## config.mk

```make
export PLATFORM = sky130hd
export DESIGN_NAME = mac_seq_ctrl
export DESIGN_NICKNAME = d
export VERILOG_FILES = /design/src/rtl/mac_seq_ctrl.sv
export SDC_FILE = /design/constraint.sdc
export NUM_CORES = 1
export LEC_CHECK = 0
export ABC_AREA = 1
export CORE_MARGIN = 4
export CORE_UTILIZATION = 50
export DETAILED_ROUTE_END_ITERATION = 7
export PLACE_DENSITY = 0.8
export SYNTH_ARGS = -nofsm -noshare
export SYNTH_HDL_FRONTEND = slang
export SYNTH_SLANG_ARGS = --single-unit
```

## constraint.sdc

```tcl
create_clock -name clk -period 3.05 [get_ports clk]
set_clock_uncertainty 0.05 [all_clocks]
set_input_delay 0.7625 -clock clk [delete_from_list [all_inputs] [get_ports clk]]
set_output_delay 0.7625 -clock clk [all_outputs]
set_load 0.01 [all_outputs]
```

## src/rtl/mac_seq_ctrl.sv

```systemverilog
// mac_seq_ctrl: control sequencer for the FP16 MAC (clear, issue pops, drain pipeline, push result); job of N pairs takes N+4+MAC_LATENCY cycles.
// Backpressure: issue stalls while either operand FIFO is empty; result push holds on res_full. Optional stall counter under MAC_SEQ_PERF_EN.
module mac_seq_ctrl #(
  parameter int LEN_WIDTH   = 10,
  parameter int MAC_LATENCY = 3
) (
  input  logic                 clk,
  input  logic                 rst,
  input  logic                 start,
  input  logic [LEN_WIDTH-1:0] vec_len,
  output logic                 busy,
  output logic                 done,
  output logic                 len_err,
  input  logic                 a_empty,
  input  logic                 b_empty,
  output logic                 a_r_en,
  output logic                 b_r_en,
  input  logic                 res_full,
  output logic                 res_w_en,
  output logic                 mac_clr,
  output logic                 mac_valid,
  output logic [31:0]          stall_cnt
);

  localparam logic [LEN_WIDTH-1:0] ONE = LEN_WIDTH'(1);
  localparam logic [LEN_WIDTH-1:0] LAT = LEN_WIDTH'(MAC_LATENCY);

  typedef enum logic [2:0] {
    S_IDLE,
    S_CLEAR,
    S_ISSUE,
    S_DRAIN,
    S_WRITE
  } state_t;

  state_t               state_q, state_d;
  logic [LEN_WIDTH-1:0] len_q, len_d;
  logic [LEN_WIDTH-1:0] issued_q, issued_d;
  logic [LEN_WIDTH-1:0] drain_cnt_q, drain_cnt_d;
  logic                 mac_valid_q, mac_valid_d;
  logic                 len_err_q, len_err_d;
  logic                 pop;

  // Both FIFOs pop together or not at all, so operand pairs never skew.
  assign pop = (state_q == S_ISSUE) && !a_empty && !b_empty;

  always_comb begin
    state_d     = state_q;
    len_d       = len_q;
    issued_d    = issued_q;
    drain_cnt_d = drain_cnt_q;
    mac_valid_d = pop;
    len_err_d   = 1'b0;
    case (state_q)
      S_IDLE: begin
        if (start) begin
          if (vec_len != '0) begin
            len_d    = vec_len;
            issued_d = '0;
            state_d  = S_CLEAR;
          end else begin
            len_err_d = 1'b1;
          end
        end
      end
      S_CLEAR: state_d = S_ISSUE;
      S_ISSUE: begin
        if (pop) begin
          issued_d = issued_q + ONE;
          if (issued_q == len_q - ONE) begin
            drain_cnt_d = LAT;
            state_d     = S_DRAIN;
          end
        end
      end
      S_DRAIN: begin
        if (drain_cnt_q == '0) begin
          state_d = S_WRITE;
        end else begin
          drain_cnt_d = drain_cnt_q - ONE;
        end
      end
      S_WRITE: begin
        if (!res_full) begin
          state_d = S_IDLE;
        end
      end
      default: state_d = S_IDLE;
    endcase
  end

  always_ff @(posedge clk) begin
    if (rst) begin
      state_q     <= S_IDLE;
      len_q       <= '0;
      issued_q    <= '0;
      drain_cnt_q <= '0;
      mac_valid_q <= 1'b0;
      len_err_q   <= 1'b0;
    end else begin
      state_q     <= state_d;
      len_q       <= len_d;
      issued_q    <= issued_d;
      drain_cnt_q <= drain_cnt_d;
      mac_valid_q <= mac_valid_d;
      len_err_q   <= len_err_d;
    end
  end

  assign busy      = (state_q != S_IDLE);
  assign mac_clr   = (state_q == S_CLEAR);
  assign res_w_en  = (state_q == S_WRITE) && !res_full;
  assign done      = res_w_en;
  assign a_r_en    = pop;
  assign b_r_en    = pop;
  assign mac_valid = mac_valid_q;
  assign len_err   = len_err_q;

`ifdef MAC_SEQ_PERF_EN
  logic [31:0] stall_q, stall_d;
  logic        stall_ev;

  // Counts issue cycles lacking an operand pair and write cycles blocked by a full result FIFO.
  always_comb begin
    stall_ev = ((state_q == S_ISSUE) && !pop) || ((state_q == S_WRITE) && res_full);
    stall_d  = stall_q;
    if (stall_ev && (stall_q != 32'hFFFF_FFFF)) begin
      stall_d = stall_q + 32'd1;
    end
  end

  always_ff @(posedge clk) begin
    if (rst) begin
      stall_q <= '0;
    end else begin
      stall_q <= stall_d;
    end
  end

  assign stall_cnt = stall_q;
`else
  assign stall_cnt = '0;
`endif

endmodule

```

==> summary.md <==
* Clk Tree Root Cell: sky130_fd_sc_hd__clkbuf_8
* number of optimization iterations in the first detailed-route pass: 5
* Clk pin slew, worst setup/hold paths: 70 ps
* cell type of the slowest stage on the worst timing path: sky130_fd_sc_hd__clkdlybuf4s50_1
* CTS tree: done
* combined global-route utilization of all metal layers: 17.7%
* largest net degree at the start of global routing: 17
* number of placed cells counting well taps: 407
* post-route clock period utilization: 94.6%
* Max Fanout on Critical Path: 3
* maximum number of buffers from clock root to sink: 2
* total power consumption of the routed design: 2.33 mW
* CORE AREA: 0.00444 mm²
* Seq pwr share: 28.8%
* global-route wire length before repair: 8620 µm
* synthesized area per cell: 6.91 µm²
* vias after detailed routing: 2065
* unrepaired setup endpoints after global routing: no
* critical path's largest stage delay: 590 ps
* routability congestion estimate from global placement: 0.835
* horizontal die dimension: 76.6 µm
* top-level I/O count: 56
* Max transition margin: 65.6%
* total CTS buffers: 5
* count of standard-cell rows: 24
* power per standard cell area: 911 mW/mm²
* vias in the first global route: 1931
* P&R area growth vs syn: 8.71%
* category of the critical setup timing path: input pin to output port
* iteration-0 DRC count of the detailed router: 101
* Internal: 1.23 mW
* data required time of the worst path: 2240 ps
* number of gates resized after cts: 0
* Total Neg Setup Slack: 0 ps
* synthesized cell area: 0.00236 mm²
* cells after synthesis: 341
* run status: complete, no violations
* DP HPWL: 3740 µm
* routed wirelength normalized by instance count: 11.7 µm
* kind of end point of the critical path: output port
* Final ANT Viol Nets: 0
* count of yosys warnings during synthesis: 0
* Avg Vias per Cell: 4.99
* buffers added on ports: 23
* total inserted antenna cells: 0
* number of endpoints with negative hold slack in the final report: 0
* post-CTS setup buffer count: 0
* area of the die: 0.00587 mm²
* Clock H-tree levels: 2
* Gate power share: 56.5%
* FILL cells: 420
* final-layout worst hold slack: 440 ps
* cts hold-fix bufs: 0
* total number of clock tree sinks: 35
* worst supply voltage drop on vdd: 0.589 mV
* class of the tightest hold or removal check: flip-flop to flip-flop
* clock insertion delay at the later pin of the skew report: 290 ps
* proportion of total power due to net switching: 47.5%
* starting density of the core: 53.0%
* leakage power figure: 1.11 nW
* clock period minus worst slack: 2880 ps
* final routed wirelength across all metal layers: 4860 µm
* cells along the critical path: clkdlybuf4s50_1 > nor3_1 > clkdlybuf4s50_1
* clock share of power: 14.7%
* Worst Setup Start Kind: input pin
* Synth Register Bits: 35
* Cell Count, Final, Fillers Out: 414
* cell with the most instances on the worst path: sky130_fd_sc_hd__clkdlybuf4s50_1
* switching component of the power: 1.11 mW
* upper clock frequency limit: 347 MHz
* arrival time at the worst endpoint: 2070 ps
* multi-input logic area: 0.00134 mm²
* final setup violation count: 0
* Final Slew Violations: 0
* die outline height: 76.6 µm
* residual overflow from global routing: 0
* Register Area: 701 µm²
* share of synthesized area occupied by flip-flops and latches: 29.7%
* fin nets: 381
* max-capacitance violation count: 0
* initial antenna violation count: 0
* Post-route DRC: 0
* layout cells sized above 1: 8.29%
* slew at the pin closest to its max-slew limit: 514 ps
* Netlist cell types: 32
[cells in the mapped netlist (all sizes together)]
cell | n | share of area, %
nor2 | 57 | 10
nand2 | 54 | 9.2
buf | 38 | 12
inv | 36 | 5.7
dfxtp | 35 | 30
nand3 | 29 | 6.7
a21oi | 27 | 6.2
o21ai | 16 | 3.7
xor2 | 11 | 4.1
nor3 | 9 | 2.4
xnor2 | 7 | 2.6
nand4 | 4 | 1.1
nor4 | 4 | 1.1
clkbuf | 3 | 0.48
ha | 3 | 1.6
or2 | 3 | 0.80
a31oi | 2 | 0.80
conb | 1 | 0.16
o21bai | 1 | 0.32
xnor3 | 1 | 0.96
[power by group through the flow]
stage	Sequential, mW	Clock (mW)	Combinational, mW
floorplan	0.652	0	1.12
global placement	0.679	0	1.27
detailed placement	0.683	0	1.30
CTS	0.673	0.354	1.32
global route	0.689	0.375	1.51
finish	0.673	0.342	1.32
[cell type report]
| class | instances | share of cell area [%] |
|---|---|---|
| timing repair buffer | 24 | 9.28 |
| clock inverter | 1 | 0.195 |
| multi-input combinational | 260 | 52.1 |
| tap | 52 | 2.54 |
| sequential | 35 | 27.4 |
| inverter | 36 | 5.28 |
| clock buffer | 6 | 3.22 |
[state kept, by name (all words and copies together), names as in the netlist]
| register | count |
|---|---|
| len_q | 10 |
| issued_q | 10 |
| state_q | 3 |
| mac_valid | 1 |
| len_err | 1 |
| drain_cnt_q | 10 |
[final timing paths]
| path | end | cells after the start | from | slack (ps) |
|---|---|---|---|---|
| min | drain_cnt_q[8] | 2 | drain_cnt_q[8] | 440 |
| min reg2reg | drain_cnt_q[8] | 2 | drain_cnt_q[8] | 440 |
| max reg2reg | drain_cnt_q[0] | 13 | len_q[0] | 900 |
| max | b_r_en | 3 | a_empty | 170 |
[cells in the final DEF (no fill, tap or decap)]
cell type                          n
sky130_fd_sc_hd__nand3_4           1
sky130_fd_sc_hd__nand2_1          50
sky130_fd_sc_hd__nor3_4            1
sky130_fd_sc_hd__a21oi_4           1
sky130_fd_sc_hd__inv_2             8
sky130_fd_sc_hd__clkinv_2          1
sky130_fd_sc_hd__nand4_1           4
sky130_fd_sc_hd__o21bai_1          1
sky130_fd_sc_hd__or2_2             1
sky130_fd_sc_hd__a31oi_1           1
sky130_fd_sc_hd__nand3_1          28
sky130_fd_sc_hd__nor2_1           54
sky130_fd_sc_hd__nand2_4           1
sky130_fd_sc_hd__clkdlybuf4s50_1  23
sky130_fd_sc_hd__or2_1             2
sky130_fd_sc_hd__conb_1           32
sky130_fd_sc_hd__nor4_1            4
sky130_fd_sc_hd__xnor3_1           1
sky130_fd_sc_hd__o21ai_0          14
sky130_fd_sc_hd__inv_1            28
sky130_fd_sc_hd__buf_4             1
sky130_fd_sc_hd__nand2_2           3
sky130_fd_sc_hd__dfxtp_1          35
sky130_fd_sc_hd__clkbuf_8          6
sky130_fd_sc_hd__nor3_1            8
sky130_fd_sc_hd__o21ai_2           2
sky130_fd_sc_hd__ha_1              3
sky130_fd_sc_hd__nor2_4            3
sky130_fd_sc_hd__a21oi_1          26
sky130_fd_sc_hd__xor2_1           11
sky130_fd_sc_hd__a31oi_2           1
sky130_fd_sc_hd__xnor2_1           7
[kinds of logic after synthesis]
kind of cell | after synthesis | share of synthesized area, %
fa+ha+maj | 3 | 1.59
buf+inv | 77 | 18.5
compound gates | 46 | 11.0
simple gates | 160 | 31.3
flops | 35 | 29.7
other cells | 1 | 0.159
xor+xnor | 19 | 7.65
[metrics by stage]
| step | utilization, % | worst slack (ps) | area, µm² |
|---|---|---|---|
| floorplan | - | 831 | 2470 |
| global placement | 55.7 | 201 | 2470 |
| detailed placement | 55.7 | 139 | 2470 |
| CTS | 57.6 | 133 | 2560 |
| global route | 57.6 | 38.1 | 2560 |
| finish | 57.6 | 166 | 2560 |
[routing by layer]
layer,part of all wire (%),up-vias,track usage [%]
met4,1.6,0,5.62
met3,5.1,10,4.37
li1,-,1066,-
met5,0,-,0
met1,41,931,20.3
met2,52,58,31.9
[worst max-delay path: cells and delay by family]
family                 cells  cell delay, ps
buffers and inverters      2            1040
AND/OR/NAND/NOR            1             260
No activity file was read; power rests on OpenSTA's default activity.
